`config.mk`:
```
export PLATFORM = sky130hd
export DESIGN_NAME = sysid_verifier_flat
export DESIGN_NICKNAME = d
export VERILOG_FILES = /design/src/rtl/sysid_verifier_if.sv /design/src/rtl/sysid_verifier.sv /design/src/flat_wrapper.sv
export SDC_FILE = /design/constraint.sdc
export NUM_CORES = 1
export LEC_CHECK = 0
export ABC_AREA = 0
export CAP_MARGIN = 40
export CORE_UTILIZATION = 28
export DETAILED_ROUTE_END_ITERATION = 8
export GPL_ROUTABILITY_DRIVEN = 0
export HOLD_SLACK_MARGIN = 0.08
export PLACE_DENSITY = 0.59
export SYNTH_ARGS = -nofsm -noshare
export SYNTH_HDL_FRONTEND = slang
export SYNTH_SLANG_ARGS = --single-unit
```
`constraint.sdc`:
```
create_clock -name clock -period 3.9 [get_ports clock]
set_clock_uncertainty 0.2 [all_clocks]
set_input_delay 0.78 -clock clock [delete_from_list [all_inputs] [get_ports clock]]
set_output_delay 0.78 -clock clock [all_outputs]
set_load 0.01 [all_outputs]
```
`src/rtl/sysid_verifier_if.sv`:
```
// Read-only Avalon-MM link between the boot ID checker and the system-ID slave.
// A word transfers in a cycle with avm_read=1 and avm_waitrequest=0; avm_read/avm_address hold until then.
interface sysid_verifier_if;
  logic        avm_address;
  logic        avm_read;
  logic [31:0] avm_readdata;
  logic        avm_waitrequest;

  modport master (
    output avm_address,
    output avm_read,
    input  avm_readdata,
    input  avm_waitrequest
  );

  modport slave (
    input  avm_address,
    input  avm_read,
    output avm_readdata,
    output avm_waitrequest
  );
endinterface

```
`src/rtl/sysid_verifier.sv`:
```
// Boot-time checker: reads system-ID word 0 then timestamp word 1, compares both
// against build-time constants, and bounds each read with a timeout plus retries.
module sysid_verifier #(
  parameter logic [31:0] EXPECTED_ID    = 32'h0000_0000,
  parameter logic [31:0] EXPECTED_TS    = 32'h0000_0000,
  parameter int unsigned TIMEOUT_CYCLES = 16,
  parameter int unsigned MAX_RETRIES    = 3
) (
  input  logic                    clock,
  input  logic                    reset,
  input  logic                    start,
  sysid_verifier_if.master        avm,
  output logic                    busy,
  output logic                    done,
  output logic                    id_ok,
  output logic                    ts_ok,
  output logic                    timeout_err,
  output logic [31:0]             id_value,
  output logic [31:0]             ts_value,
  output logic [1:0]              dbg_state
);

  localparam int WAIT_W = $clog2(TIMEOUT_CYCLES + 1);
  localparam logic [WAIT_W-1:0] WAIT_LAST  = WAIT_W'(TIMEOUT_CYCLES - 1);
  localparam logic [3:0]        RETRY_LAST = 4'(MAX_RETRIES);

  typedef enum logic [1:0] {
    IDLE   = 2'd0,
    RD_ID  = 2'd1,
    RD_TS  = 2'd2,
    FINISH = 2'd3
  } state_e;

  state_e            state_q, state_d;
  logic [WAIT_W-1:0] wait_q, wait_d;
  logic [3:0]        retry_q, retry_d;
  logic              gap_q, gap_d;
  logic              id_ok_q, id_ok_d;
  logic              ts_ok_q, ts_ok_d;
  logic              timeout_q, timeout_d;
  logic [31:0]       id_value_q, id_value_d;
  logic [31:0]       ts_value_q, ts_value_d;

  logic reading;
  logic accept;
  logic expire;

  // gap_q marks the single idle cycle between a timed-out window and its reissue.
  assign reading = ((state_q == RD_ID) || (state_q == RD_TS)) && !gap_q;
  assign accept  = reading && !avm.avm_waitrequest;
  assign expire  = reading && avm.avm_waitrequest && (wait_q == WAIT_LAST);

  always_ff @(posedge clock or posedge reset) begin
    if (reset) begin
      state_q    <= IDLE;
      wait_q     <= '0;
      retry_q    <= '0;
      gap_q      <= 1'b0;
      id_ok_q    <= 1'b0;
      ts_ok_q    <= 1'b0;
      timeout_q  <= 1'b0;
      id_value_q <= '0;
      ts_value_q <= '0;
    end else begin
      state_q    <= state_d;
      wait_q     <= wait_d;
      retry_q    <= retry_d;
      gap_q      <= gap_d;
      id_ok_q    <= id_ok_d;
      ts_ok_q    <= ts_ok_d;
      timeout_q  <= timeout_d;
      id_value_q <= id_value_d;
      ts_value_q <= ts_value_d;
    end
  end

  always_comb begin
    state_d    = state_q;
    wait_d     = wait_q;
    retry_d    = retry_q;
    gap_d      = gap_q;
    id_ok_d    = id_ok_q;
    ts_ok_d    = ts_ok_q;
    timeout_d  = timeout_q;
    id_value_d = id_value_q;
    ts_value_d = ts_value_q;

    case (state_q)
      IDLE: begin
        if (start) begin
          state_d   = RD_ID;
          id_ok_d   = 1'b0;
          ts_ok_d   = 1'b0;
          timeout_d = 1'b0;
          wait_d    = '0;
          retry_d   = '0;
          gap_d     = 1'b0;
        end
      end

      RD_ID, RD_TS: begin
        if (gap_q) begin
          gap_d = 1'b0;
        end else if (accept) begin
          // Acceptance is tested before expiry so a late grant still counts.
          wait_d  = '0;
          retry_d = '0;
          if (state_q == RD_ID) begin
            id_value_d = avm.avm_readdata;
            id_ok_d    = (avm.avm_readdata == EXPECTED_ID);
            state_d    = RD_TS;
          end else begin
            ts_value_d = avm.avm_readdata;
            ts_ok_d    = (avm.avm_readdata == EXPECTED_TS);
            state_d    = FINISH;
          end
        end else if (expire) begin
          wait_d = '0;
          if (retry_q == RETRY_LAST) begin
            timeout_d = 1'b1;
            state_d   = FINISH;
          end else begin
            retry_d = retry_q + 4'd1;
            gap_d   = 1'b1;
          end
        end else begin
          wait_d = wait_q + WAIT_W'(1);
        end
      end

      FINISH: begin
        state_d = IDLE;
      end

      default: begin
        state_d = IDLE;
      end
    endcase
  end

  assign avm.avm_read    = reading;
  assign avm.avm_address = reading && (state_q == RD_TS);

  assign busy        = (state_q == RD_ID) || (state_q == RD_TS);
  assign done        = (state_q == FINISH);
  assign id_ok       = id_ok_q;
  assign ts_ok       = ts_ok_q;
  assign timeout_err = timeout_q;
  assign id_value    = id_value_q;
  assign ts_value    = ts_value_q;
  assign dbg_state   = state_q;

endmodule

```
`src/flat_wrapper.sv`:
```
// flat-port wrapper written by rule: the top's interface ports become plain ports
module sysid_verifier_flat 
#(
  parameter logic [31:0] EXPECTED_ID    = 32'h0000_0000,
  parameter logic [31:0] EXPECTED_TS    = 32'h0000_0000,
  parameter int unsigned TIMEOUT_CYCLES = 16,
  parameter int unsigned MAX_RETRIES    = 3
)
  (clock, reset, start, busy, done, id_ok, ts_ok, timeout_err, id_value, ts_value, dbg_state, avm_avm_address, avm_avm_read, avm_avm_readdata, avm_avm_waitrequest);
  sysid_verifier_if avm_i ();
  input  logic clock;
  input  logic reset;
  input  logic start;
  output logic busy;
  output logic done;
  output logic id_ok;
  output logic ts_ok;
  output logic timeout_err;
  output logic [31:0] id_value;
  output logic [31:0] ts_value;
  output logic [1:0] dbg_state;
  output wire logic [$bits(avm_i.avm_address)-1:0] avm_avm_address;
  output wire logic [$bits(avm_i.avm_read)-1:0] avm_avm_read;
  input wire logic [$bits(avm_i.avm_readdata)-1:0] avm_avm_readdata;
  input wire logic [$bits(avm_i.avm_waitrequest)-1:0] avm_avm_waitrequest;
  assign avm_avm_address = avm_i.avm_address;
  assign avm_avm_read = avm_i.avm_read;
  assign avm_i.avm_readdata = avm_avm_readdata;
  assign avm_i.avm_waitrequest = avm_avm_waitrequest;
  sysid_verifier #(.EXPECTED_ID(EXPECTED_ID), .EXPECTED_TS(EXPECTED_TS), .TIMEOUT_CYCLES(TIMEOUT_CYCLES), .MAX_RETRIES(MAX_RETRIES)) u_core (.clock(clock), .reset(reset), .start(start), .avm(avm_i), .busy(busy), .done(done), .id_ok(id_ok), .ts_ok(ts_ok), .timeout_err(timeout_err), .id_value(id_value), .ts_value(ts_value), .dbg_state(dbg_state));
endmodule
```
== Word level (Yosys, flattened, before mapping) ==
Cells that the tools add are included.

* Bits in registers: 79
* ROM bits: 0
* Word-level logic and storage cells: 87
* Bits of input ports: 36
* RAM bits: 0
* Latch bits: 0
* Memories: 0

* Bitwise gates (word level): 2
* Div/mod/pow operators: 0
* Multipliers: 0
* $add $sub $neg: 2
* Magnitude comparators: 0
* Shift-type cells: 0
* Equal/unequal tests: 16
* Reduce and logical (&&, ||, !) cells: 21
* Muxes and demuxes: 37

{| class="wikitable"
|+ Operators with widths
! operator !! count
|-
| zero test 32 bit || 1
|-
| two-way mux 4 bit || 5
|-
| two-way mux 5 bit || 4
|-
| two-way mux 1 bit || 16
|-
| AND reduction 5 bit || 3
|-
| AND reduction 4 bit || 3
|-
| two-way mux 2 bit || 5
|-
| one-hot mux 5 bit (2 select lines) || 1
|-
| != test 2 x 1 -> 1 bit (second input constant) || 4
|-
| != test 2 bit (second input constant) || 4
|-
| one-hot mux 1 bit (2 select lines) || 4
|-
| one-hot mux 4 bit (2 select lines) || 1
|-
| != test 3 x 1 -> 1 bit (second input constant) || 2
|-
| one-hot mux 2 bit (3 select lines) || 1
|-
| AND reduction 6 bit || 1
|-
| adder 5 x 1 -> 5 bit (second input constant) || 1
|-
| equality test 5 x 4 -> 1 bit (second input constant) || 1
|-
| logical AND 1 bit || 5
|-
| adder 4 x 1 -> 4 bit (second input constant) || 1
|-
| equality test 2 bit (second input constant) || 2
|-
| equality test 4 x 2 -> 1 bit (second input constant) || 1
|-
| != test 3 x 2 -> 1 bit (second input constant) || 1
|-
| AND reduction 3 bit || 1
|-
| equality test 2 x 1 -> 1 bit (second input constant) || 1
|-
| other kinds (7) || 9
|}

== Depth between registers and ports, before layout ==
Gate-level depths: netlist of the first run.

* Depth after elaboration: 9
* Gate-level depth with buffers: 8
* Depth with buffers taken out: 6

== Worst setup path before layout of the first run ==
OpenSTA, ideal clock, no wires.

* Kind: flip-flop to output port
* Start: register u_core.state_q[0] (netlist: u_core.dbg_state[0])
* End: output avm_avm_address
* Path slack: 1.478 ns
* Data required time: 2.920 ns
* Buffers on the path: 1
* Cell stages (with the launch flop): 6
* Arrival: 1.442 ns
* Cells stage by stage: dfrtp_1 inv_1 ha_1 buf_4 and2b_1 and2_1

* Longest elaborated chain between the ends: 4

{| class="wikitable"
|+ RTL lines
! item !! RTL line !! text
|-
| start: declaration || sysid_verifier.sv:34 || <nowiki>state_e state_q, state_d;</nowiki>
|-
| start signal: assignment || sysid_verifier.sv:65 || <nowiki>state_q <= state_d;</nowiki>
|-
| equality test 2 x 1 -> 1 bit or equality test 2 bit (tied branches) || n/a ||
|-
| logical OR 1 bit (*) || n/a ||
|-
| named net busy || flat_wrapper.sv:14 || <nowiki>output logic busy;</nowiki>
|-
| logical AND 1 bit (*) || sysid_verifier.sv:49 || <nowiki>assign reading = ((state_q == RD_ID) || (state_q == RD_TS)) && !gap_q;</nowiki>
|-
| named net avm_avm_read || flat_wrapper.sv:23 || <nowiki>output wire logic [$bits(avm_i.avm_read)-1:0] avm_avm_read;</nowiki>
|-
| logical AND 1 bit (*) || sysid_verifier.sv:142 || <nowiki>assign avm.avm_address = reading && (state_q == RD_TS);</nowiki>
|-
| end: declaration || flat_wrapper.sv:22 || <nowiki>output wire logic [$bits(avm_i.avm_address)-1:0] avm_avm_address;</nowiki>
|}

Mark *: on every way through the listed nets, which the timed path passes. The rest lies on a longest branch.

== Worst setup path in the final report of the first run ==
* Start: register u_core.state_q[0] (netlist: u_core.dbg_state[0])
* End: output avm_avm_address

* Longest elaborated chain between the ends: 4

{| class="wikitable"
|+ RTL lines
! item !! RTL line
|-
| equality test 2 x 1 -> 1 bit or equality test 2 bit (tied branches) || sysid_verifier.sv:49, sysid_verifier.sv:142
|-
| logical OR 1 bit || sysid_verifier.sv:49
|-
| logical AND 1 bit || sysid_verifier.sv:49
|-
| logical AND 1 bit (*) || sysid_verifier.sv:142
|}

Every way passes the cells marked *; elsewhere a longest branch is shown, timed or not.

==> results.py, run 1 <==
metrics = {
    "run_status": {
        "violations": "design-rule violations",
        "status": "finished with violations",
    },
    "placement": {
        "post-place-ws_ns": 0.892,
        "dpl.hpwl_um": 5900,
        "numPortBuffers": 108,
        "dp_cells": 486,
    },
    "clock_network": {
        "htree_levels": 3,
        "root_buffer": "clkbuf_16",
        "cts_sinks": 79,
        "postCtsResizedCells": 0,
        "clock_latency_ns": 0.33,
        "post-cts-setup-buffers": 0,
        "cts_tree": "yes",
        "clk_pin_slew_ns": 0.06,
        "clock_path_buffers": 2,
        "postCtsHoldBufs": 0,
        "cts_buffers": 9,
    },
    "grt": {
        "grt-ovfl-total": 0,
        "grt_pass1_wl_um": 13200,
        "grt_max_degree": 44,
        "track_usage_pct": 13.7,
        "grt_pass1_vias": 2477,
        "grt_antenna_before_repair": 0,
    },
    "routing": {
        "drt_iter0_drc": 84,
        "vias": 2342,
        "wire_per_inst_um": 15.9,
        "drc_errors": 6,
        "drt_wl_total_um": 8000,
        "drtPass1Iterations": 7,
        "route.antenna.remaining_nets": 0,
        "vias_per_cell": 4.67,
    },
    "worst_setup_path": {
        "crit_path_top_delay_cell": "clkdlybuf4s50_1",
        "reg2reg_to": "u_core.ts_value[21]$_DFFE_PP0P_",
        "crit_chain": "inv_1 > ha_1 > and2b_1 > and2_1 > clkdlybuf4s50_1",
        "worstSetupStartpointType": "register",
        "cp.arrival_ns": 2.25,
        "path_buf_inv": 2,
        "crit_family": "buffers and inverters",
        "cp-end-kind": "output pin",
        "cp.required_ns": 2.92,
        "r2r_cells": 6,
        "cp_slowest_stage_delay_ns": 0.53,
        "crit_path_end": "avm_avm_address",
        "cp-startpoint": "u_core.dbg_state[0]$_DFFE_PP0P_",
        "rr_startpoint": "u_core.dbg_state[0]$_DFFE_PP0P_",
        "crit_cells": 5,
        "critPathMaxFanout": 11,
        "rrSetupSlack_ns": 1.35,
        "crit_type": "register to output pin",
    },
    "power": {
        "power.leakage_nw": 2.06,
        "clkPwrFrac_pct": 20.4,
        "seqPwrFrac_pct": 32.6,
        "switching_share_pct": 31.2,
        "ir_drop_uv": 399,
        "power_density_mw_per_mm2": 856,
        "internal_power_mw": 2.91,
        "p_switching_mw": 1.32,
        "p_comb_share_pct": 47.0,
    },
    "die": {
        "coreArea_mm2": 0.0116,
        "ios": 109,
        "die_area_mm2": 0.0124,
        "die_y_um": 111,
        "fp.dieW_um": 111,
        "std_cell_rows": 39,
        "start_util_pct": 29.0,
    },
    "timing": {
        "max_slew.worst_pin.slew_ns": 0.673,
        "hold_ws_ns": 0.281,
        "slew_headroom_pct": 55.1,
        "fin_setup_tns_ns": 0,
        "hold_violations": 0,
        "period_needed_ns": 3.23,
        "setup_slack_ns": 0.668,
        "timing.fmax_ghz": 0.309,
        "maxSlewViolCount": 0,
        "rsz0062_at_grt": "false",
        "finalSetupViolations": 0,
        "period_share_pct": 82.9,
    },
    "yosys": {
        "ys_warn_count": 0,
        "postSynthAreaPerCell_um2": 14.0,
        "netlist_top_cells_area": "dfrtp_1 59%, mux2_2 16%, mux2_1 6.4%",
        "yosys.area.top_type_share_pct": 59.0,
        "synth_cells": 239,
        "synth_edf_count": 0,
        "ys_ff_latch": 79,
        "yosysTopAreaCell": "dfrtp_1",
        "syn_nets": 282,
        "synth_top_flop_cell": "dfrtp_1",
        "synth_area_mm2": 0.00335,
        "ys_seq_area_share_pct": 59.0,
        "synth_cell_types": 39,
        "synth-async-reset-ratio_pct": 100,
    },
    "cells_and_area": {
        "final_layout_size_suffix_gt1_share_pct": 20.9,
        "layout.nets": 397,
        "areaGrowthSynthToFinish_pct": 47.3,
        "fin_cells": 502,
        "layout_commonest_cell": "clkdlybuf4s50_1",
        "antennaDiodeCount": 0,
        "fin_util_pct": 42.7,
        "final_cell_mix": "108 x clkdlybuf4s50_1, 79 x dfrtp_1, 47 x mux2_2",
    },
    "flow_run": {
        "maxCapViolCount": 0,
    },
    "hold_path": {
        "hold-path-cell-count": 1,
        "hold_path_class": "register to register",
    },
}
layer usage:
| layer | up-vias | share of wire, % | track usage (%) |
|---|---|---|---|
| li1 | 1092 | - | - |
| met1 | 1177 | 44 | 17.3 |
| met2 | 64 | 48 | 21.8 |
| met3 | 9 | 6.2 | 5.12 |
| met4 | 0 | 1.3 | 4.32 |
| met5 | - | 0 | 0 |
cells in the mapped netlist, types with 2 or more instances:
cell,n
nand3_1,5
o31ai_1,3
o21ai_2,2
nor3_1,2
a31oi_1,2
nor2_1,9
a21o_1,2
nand3b_1,4
mux2_2,47
inv_1,4
buf_2,3
o21ai_0,5
buf_4,7
nor4_1,6
mux2_1,19
nor2b_1,3
nand2_1,7
nand2b_1,3
or3_1,2
ha_1,7
dfrtp_1,79
power by group through the flow:
stage,Sequential [mW],Combinational (mW),Clock [mW]
floorplan,1.54,0.851,0
global placement,1.38,1.98,0
detailed placement,1.39,2.01,0
CTS,1.39,2.02,0.887
global route,1.43,2.14,0.915
finish,1.38,1.99,0.861
kinds of logic (layout without fill, tap and decap cells):
kind of cell / after synthesis / count (layout) / share of synthesized area [%]
fa+ha+maj: 7 / 7 / 2.61
simple gates: 50 / 50 / 8.81
flops: 79 / 79 / 59.0
mux: 67 / 67 / 22.5
compound gates: 22 / 22 / 4.70
buf+inv: 14 / 134 / 2.46
state kept, by name (all words and copies together) (netlist names):
name / cells
u_core.timeout_err: 1
u_core.dbg_state: 2
u_core.retry_q: 4
u_core.gap_q: 1
u_core.ts_ok: 1
u_core.wait_q: 5
u_core.ts_value: 32
u_core.id_ok: 1
u_core.id_value: 32
worst min path at each step:
stage | from | slack (ns) | to
2_1_floorplan | u_core.wait_q[4]$_DFFE_PP0P_ | 0.25 | u_core.wait_q[4]$_DFFE_PP0P_
3_3_place_gp | u_core.wait_q[4]$_DFFE_PP0P_ | 0.27 | u_core.wait_q[4]$_DFFE_PP0P_
3_5_place_dp | u_core.wait_q[4]$_DFFE_PP0P_ | 0.27 | u_core.wait_q[4]$_DFFE_PP0P_
4_1_cts | u_core.wait_q[4]$_DFFE_PP0P_ | 0.29 | u_core.wait_q[4]$_DFFE_PP0P_
5_1_grt | u_core.id_value[17]$_DFFE_PP0P_ | 0.29 | u_core.id_value[17]$_DFFE_PP0P_
6_report | u_core.wait_q[4]$_DFFE_PP0P_ | 0.28 | u_core.wait_q[4]$_DFFE_PP0P_
final cells by class:
class,instances,area (um2)
clock inverters,2,37.5
clock buffers,14,274
repair buffers,114,1140
fillers,1079,6630
inverters,4,16.3
well taps,143,179
flip-flops and latches,79,1980
multi-input cells,146,1320
through the flow:
stage	total power [mW]	cell area, um2
after global routing	4.49	4940
after floorplan	2.39	3350
after detailed placement	3.41	4630
after global placement	3.37	4630
final	4.23	4940
after CTS	4.30	4940
Note: power is estimated with default switching activity, not from simulation.
==> run 2, diff against run 1 <==
--- a/config.mk
+++ b/config.mk
@@ -11,7 +11,7 @@
 export DETAILED_ROUTE_END_ITERATION = 8
 export GPL_ROUTABILITY_DRIVEN = 0
 export HOLD_SLACK_MARGIN = 0.08
-export PLACE_DENSITY = 0.59
+export PLACE_DENSITY = 0.61
 export SYNTH_ARGS = -nofsm -noshare
 export SYNTH_HDL_FRONTEND = slang
 export SYNTH_SLANG_ARGS = --single-unit
==> constraint.sdc (replaced) <==
create_clock -name clock -period 2.9 [get_ports clock]
set_clock_uncertainty 0.2 [all_clocks]
set_input_delay 0.58 -clock clock [delete_from_list [all_inputs] [get_ports clock]]
set_output_delay 0.58 -clock clock [all_outputs]
set_load 0.01 [all_outputs]
==> run 2 against run 1 <==
- the run still ends with design-rule violations left
- sequential share of layout area up 0.23 points
- hold slack better by 0.0018 ns
- via count grew 2.0%
- largest cell class unchanged
- total power is 33% higher
- highest routed layer unchanged
- combinational power rose by 37%
- clock power increased by 18%
- utilization fell by 0.22 points
- register-to-register slack got worse by 0.79 ns
- global-route usage rose by 0.27 points
- critical path depth unchanged
- final cell count down 0.20%
- first-iteration DRC count is 7.1% higher
==> results.py, run 2 (synthesized netlist as in run 1, its figures left out) <==
metrics = {
    "worst_setup_path": {
        "r2r_cells": 8,
        "cp.required_ns": 2.12,
        "cp-end-kind": "output pin",
        "crit_type": "register to output pin",
        "rrSetupSlack_ns": 0.56,
        "critPathMaxFanout": 4,
        "reg2reg_to": "u_core.id_ok$_DFFE_PP0P_",
        "worstSetupStartpointType": "register",
        "cp.arrival_ns": 1.97,
        "rr_startpoint": "u_core.dbg_state[0]$_DFFE_PP0P_",
    },
    "hold_path": {
        "hold_path_class": "register to register",
        "min_to": "u_core.id_value[3]$_DFFE_PP0P_",
        "hold_path.startpoint": "u_core.id_value[3]$_DFFE_PP0P_",
        "hold-path-cell-count": 1,
    },
    "power": {
        "clkPwrFrac_pct": 18.3,
        "switching_share_pct": 31.8,
        "p_switching_mw": 1.78,
        "finalPower_mw": 5.60,
        "power_density_mw_per_mm2": 1140,
        "seqPwrFrac_pct": 33.0,
        "power.leakage_nw": 2.05,
        "ir_drop_uv": 612,
        "internal_power_mw": 3.82,
        "p_comb_share_pct": 48.7,
    },
    "die": {
        "die_y_um": 111,
        "coreArea_mm2": 0.0116,
        "std_cell_rows": 39,
        "die_area_mm2": 0.0124,
        "fp.dieW_um": 111,
        "start_util_pct": 29.0,
        "ios": 109,
    },
    "timing": {
        "rsz0062_at_grt": "false",
        "hold_violations": 0,
        "fin_setup_tns_ns": 0,
        "timing.fmax_ghz": 0.364,
        "max_slew.worst_pin.slew_ns": 0.575,
        "finalSetupViolations": 0,
        "period_needed_ns": 2.75,
        "slew_headroom_pct": 61.7,
        "maxSlewViolCount": 0,
        "period_share_pct": 94.7,
    },
    "flow_run": {
        "maxCapViolCount": 0,
    },
    "grt": {
        "grt_max_degree": 50,
        "track_usage_pct": 14.0,
        "use_met3_pct": 6.97,
        "grt_pass1_vias": 2511,
        "use_met2_pct": 22.4,
        "grt-ovfl-total": 0,
        "grt_util_met1_pct": 16.9,
        "grt_antenna_before_repair": 0,
        "grt_busiest_layer": "met2",
        "grt_pass1_wl_um": 13300,
    },
    "cells_and_area": {
        "final_cell_mix": "108 x clkdlybuf4s50_1, 78 x dfrtp_1, 47 x mux2_2",
        "fin_cells": 501,
        "final_layout_size_suffix_gt1_share_pct": 20.9,
        "stdcell_area_mm2": 0.00491,
        "layout.nets": 398,
        "areaGrowthSynthToFinish_pct": 46.5,
        "fillCellCount": 1080,
        "layout_commonest_cell": "clkdlybuf4s50_1",
        "antennaDiodeCount": 0,
    },
    "clock_network": {
        "htree_levels": 3,
        "clock_latency_ns": 0.33,
        "postCtsResizedCells": 0,
        "clk_pin_slew_ns": 0.06,
        "root_buffer": "clkbuf_16",
        "post-cts-setup-buffers": 0,
        "cts_sinks": 79,
        "cts_buffers": 9,
        "postCtsHoldBufs": 0,
        "cts_tree": "yes",
        "clock_path_buffers": 2,
    },
    "run_status": {
        "violations": "design-rule violations",
        "status": "finished with violations",
    },
    "routing": {
        "drtPass1Iterations": 7,
        "drt_wl_total_um": 8070,
        "vias": 2388,
        "vias_per_cell": 4.77,
        "drc_errors": 5,
        "drt_iter0_drc": 90,
        "route.antenna.remaining_nets": 0,
        "wire_per_inst_um": 16.1,
    },
    "placement": {
        "dpl_cell_area_mm2": 0.00465,
        "dp_cells": 487,
        "dpl.hpwl_um": 5950,
        "numPortBuffers": 108,
    },
}
run 2: changes by cell type in the layout (fill, tap and decap cells not counted), sizes merged:
cell      previous run  this run
buf                  6         7
bufinv               1         0
clkbuf              14        13
clkinv               1         2
clkinvlp             1         0
run 2: worst max-delay path by stage:
stage | slack, ns | start | cells past startpoint | to
global placement | 0.37 | avm_avm_readdata[27] | 5 | u_core.ts_ok$_DFFE_PP0P_
CTS | 0.09 | u_core.dbg_state[1]$_DFFE_PP0P_ | 5 | avm_avm_address
finish | 0.15 | u_core.dbg_state[0]$_DFFE_PP0P_ | 5 | avm_avm_address
floorplan | 0.1 | reset | 1 | u_core.dbg_state[0]$_DFFE_PP0P_
global route | 0.02 | u_core.dbg_state[0]$_DFFE_PP0P_ | 5 | avm_avm_address
detailed placement | 0.32 | avm_avm_readdata[24] | 5 | u_core.id_ok$_DFFE_PP0P_
run 2: power by group through the flow:
stage / combinational (mW) / clock, mW / sequential (mW)
6_report: 2.73 / 1.02 / 1.85
5_1_grt: 2.94 / 1.11 / 1.92
4_1_cts: 2.78 / 1.07 / 1.86
3_5_place_dp: 2.77 / 0 / 1.87
3_3_place_gp: 2.75 / 0 / 1.85
2_1_floorplan: 1.14 / 0 / 2.07
run 2: metal layers:
layer  share of wire [%]  up-vias
met3                 8.4        5
li1                    -     1096
met4                0.78        0
met2                  48       81
met1                  43     1206
met5                   0        -
run 2: stage by stage:
step / util [%] / hold slack, ns / setup slack (ns)
6_report: 42.5 / 0.283 / 0.154
5_1_grt: 42.5 / 0.303 / 0.0187
4_1_cts: 42.5 / 0.288 / 0.0908
3_5_place_dp: 40.2 / 0.275 / 0.321
3_3_place_gp: 40.2 / 0.267 / 0.366
2_1_floorplan: - / 0.250 / 0.0966
run 2: critical path, stage by stage, from the launching register on:
cell and delay [ns]:
dfrtp_1 0.39, inv_1 0.11, ha_1 0.30, and2b_1 0.17, and2_1 0.14, clkdlybuf4s50_1 0.53
run 2: final cells by class:
class	count	area (um2)	area share, %
sequential	79	1980	40.3
inverter	4	16.3	0.331
clock buffer	13	260	5.30
multi-input combinational	146	1320	26.8
timing repair buffer	115	1160	23.6
tap	143	179	3.64
clock inverter	1	5.00	0.102
==> run 3, diff against run 2 <==
--- a/config.mk
+++ b/config.mk
@@ -11,6 +11,7 @@
 export DETAILED_ROUTE_END_ITERATION = 8
 export GPL_ROUTABILITY_DRIVEN = 0
 export HOLD_SLACK_MARGIN = 0.08
+export MAX_ROUTING_LAYER = met4
 export PLACE_DENSITY = 0.61
 export SYNTH_ARGS = -nofsm -noshare
 export SYNTH_HDL_FRONTEND = slang
==> run 3 against run 2 <==
- the run still ends with design-rule violations left
- total power barely moved
- register-to-register slack barely moved
- die area unchanged
- largest cell class unchanged
- critical path depth is the same
- routed wire length barely moved
- sequential share of layout area is the same
- fmax is essentially flat
- flip-flop and latch count unchanged
==> results.py, run 3 (synthesized netlist as in run 1, its figures left out) <==
metrics = {
    "placement": {
        "dp_cells": 487,
        "dpl.hpwl_um": 5950,
        "numPortBuffers": 108,
        "dpl_cell_area_mm2": 0.00465,
    },
    "timing": {
        "period_needed_ns": 2.75,
        "rsz0062_at_grt": "false",
        "slew_headroom_pct": 61.7,
        "finalSetupViolations": 0,
        "fin_setup_tns_ns": 0,
        "period_share_pct": 94.7,
        "timing.fmax_ghz": 0.364,
        "max_slew.worst_pin.slew_ns": 0.574,
        "hold_violations": 0,
        "maxSlewViolCount": 0,
    },
    "worst_setup_path": {
        "rrSetupSlack_ns": 0.56,
        "cp.arrival_ns": 1.97,
        "cp-end-kind": "output pin",
        "cp_slowest_stage_delay_ns": 0.53,
        "reg2reg_to": "u_core.id_ok$_DFFE_PP0P_",
        "crit_path_top_delay_cell": "clkdlybuf4s50_1",
        "r2r_cells": 8,
        "crit_chain": "inv_1 > ha_1 > and2b_1 > and2_1 > clkdlybuf4s50_1",
        "crit_type": "register to output pin",
        "critPathMaxFanout": 4,
        "worstSetupStartpointType": "register",
        "rr_startpoint": "u_core.dbg_state[0]$_DFFE_PP0P_",
        "cp.required_ns": 2.12,
    },
    "run_status": {
        "status": "finished with violations",
        "violations": "design-rule violations",
    },
    "die": {
        "ios": 109,
        "die_y_um": 111,
        "fp.dieW_um": 111,
        "die_area_mm2": 0.0124,
        "coreArea_mm2": 0.0116,
        "start_util_pct": 29.0,
        "std_cell_rows": 39,
    },
    "grt": {
        "grt_pass1_vias": 2515,
        "grt_max_degree": 50,
        "grt-ovfl-total": 0,
        "track_usage_pct": 14.4,
        "grt_pass1_wl_um": 13300,
        "grt_antenna_before_repair": 0,
    },
    "clock_network": {
        "htree_levels": 3,
        "cts_buffers": 9,
        "postCtsHoldBufs": 0,
        "root_buffer": "clkbuf_16",
        "clock_latency_ns": 0.33,
        "clk_pin_slew_ns": 0.06,
        "cts_sinks": 79,
        "clock_path_buffers": 2,
        "post-cts-setup-buffers": 0,
        "cts_tree": "yes",
    },
    "hold_path": {
        "min_to": "u_core.id_value[3]$_DFFE_PP0P_",
        "hold_path.startpoint": "u_core.id_value[3]$_DFFE_PP0P_",
        "hold-path-cell-count": 1,
        "hold_path_class": "register to register",
    },
    "cells_and_area": {
        "final_cell_mix": "108 x clkdlybuf4s50_1, 78 x dfrtp_1, 47 x mux2_2",
        "final_layout_size_suffix_gt1_share_pct": 20.9,
        "stdcell_area_mm2": 0.00491,
        "layout.nets": 398,
        "fillCellCount": 1080,
        "antennaDiodeCount": 0,
        "layout_commonest_cell": "clkdlybuf4s50_1",
        "fin_cells": 501,
        "areaGrowthSynthToFinish_pct": 46.5,
    },
    "power": {
        "power_density_mw_per_mm2": 1140,
        "ir_drop_uv": 614,
        "power.leakage_nw": 2.05,
    },
    "routing": {
        "drt_iter0_drc": 88,
        "vias": 2388,
        "vias_per_cell": 4.77,
        "wire_per_inst_um": 16.1,
        "drt_wl_total_um": 8080,
        "drtPass1Iterations": 7,
        "drc_errors": 5,
        "route.antenna.remaining_nets": 0,
    },
    "flow_run": {
        "maxCapViolCount": 0,
    },
}
[run 3: cell counts in the layout (fill, tap and decap cells not counted)]
Identical to the previous run, type by type.
[run 3: repair_timing]
| action | in CTS | in global routing |
|---|---|---|
| hold endpoints to repair | 0 | 0 |
| endpoints found under the setup margin | 0 | 1 |
| resized for setup | 0 | 1 |
[run 3: layer usage]
layer	up-vias	share of wire, %	global-route usage [%]
met2	84	48	22.4
met1	1206	45	17.8
met5	-	0	-
li1	1093	-	-
met3	5	6.8	5.66
met4	0	0.78	3.24
[run 3: how the worst max path moves through the flow]
stage | start | to | slack [ns] | depth (start not counted)
6_report | u_core.dbg_state[0]$_DFFE_PP0P_ | avm_avm_address | 0.15 | 5
2_1_floorplan | reset | u_core.dbg_state[0]$_DFFE_PP0P_ | 0.1 | 1
4_1_cts | u_core.dbg_state[1]$_DFFE_PP0P_ | avm_avm_address | 0.09 | 5
5_1_grt | u_core.dbg_state[0]$_DFFE_PP0P_ | avm_avm_address | 0.02 | 5
3_5_place_dp | avm_avm_readdata[24] | u_core.id_ok$_DFFE_PP0P_ | 0.32 | 5
3_3_place_gp | avm_avm_readdata[27] | u_core.ts_ok$_DFFE_PP0P_ | 0.37 | 5
[run 3: metrics by stage]
step | power [mW] | hold slack [ns] | worst slack [ns] | util [%]
final | 5.61 | 0.284 | 0.155 | 42.5
after global routing | 5.97 | 0.303 | 0.0187 | 42.5
after CTS | 5.71 | 0.288 | 0.0908 | 42.5
after detailed placement | 4.64 | 0.275 | 0.321 | 40.2
after global placement | 4.60 | 0.267 | 0.366 | 40.2
after floorplan | 3.21 | 0.250 | 0.0966 | -
[run 3: critical path, delay by kind of cell, from the launching register on]
kind                     cells  cell delay, ns
AND/OR/NAND/NOR              2            0.31
buffers and inverters        2            0.64
adder cells (fa/ha/maj)      1            0.30
flip-flops                   1            0.39
[run 3: power breakdown]
part / internal, mW / total, mW / switching (mW)
logic: 1.61 / 2.73 / 1.12
clock network: 0.616 / 1.02 / 0.408
registers: 1.60 / 1.85 / 0.251
[run 3: area by class of cell]
type / count / area, um2 / area share (%)
repair buffers: 115 / 1160 / 23.6
inverters: 4 / 16.3 / 0.331
multi-input cells: 146 / 1320 / 26.8
clock inverters: 1 / 5.00 / 0.102
flip-flops and latches: 79 / 1980 / 40.3
well taps: 143 / 179 / 3.64
clock buffers: 13 / 260 / 5.30
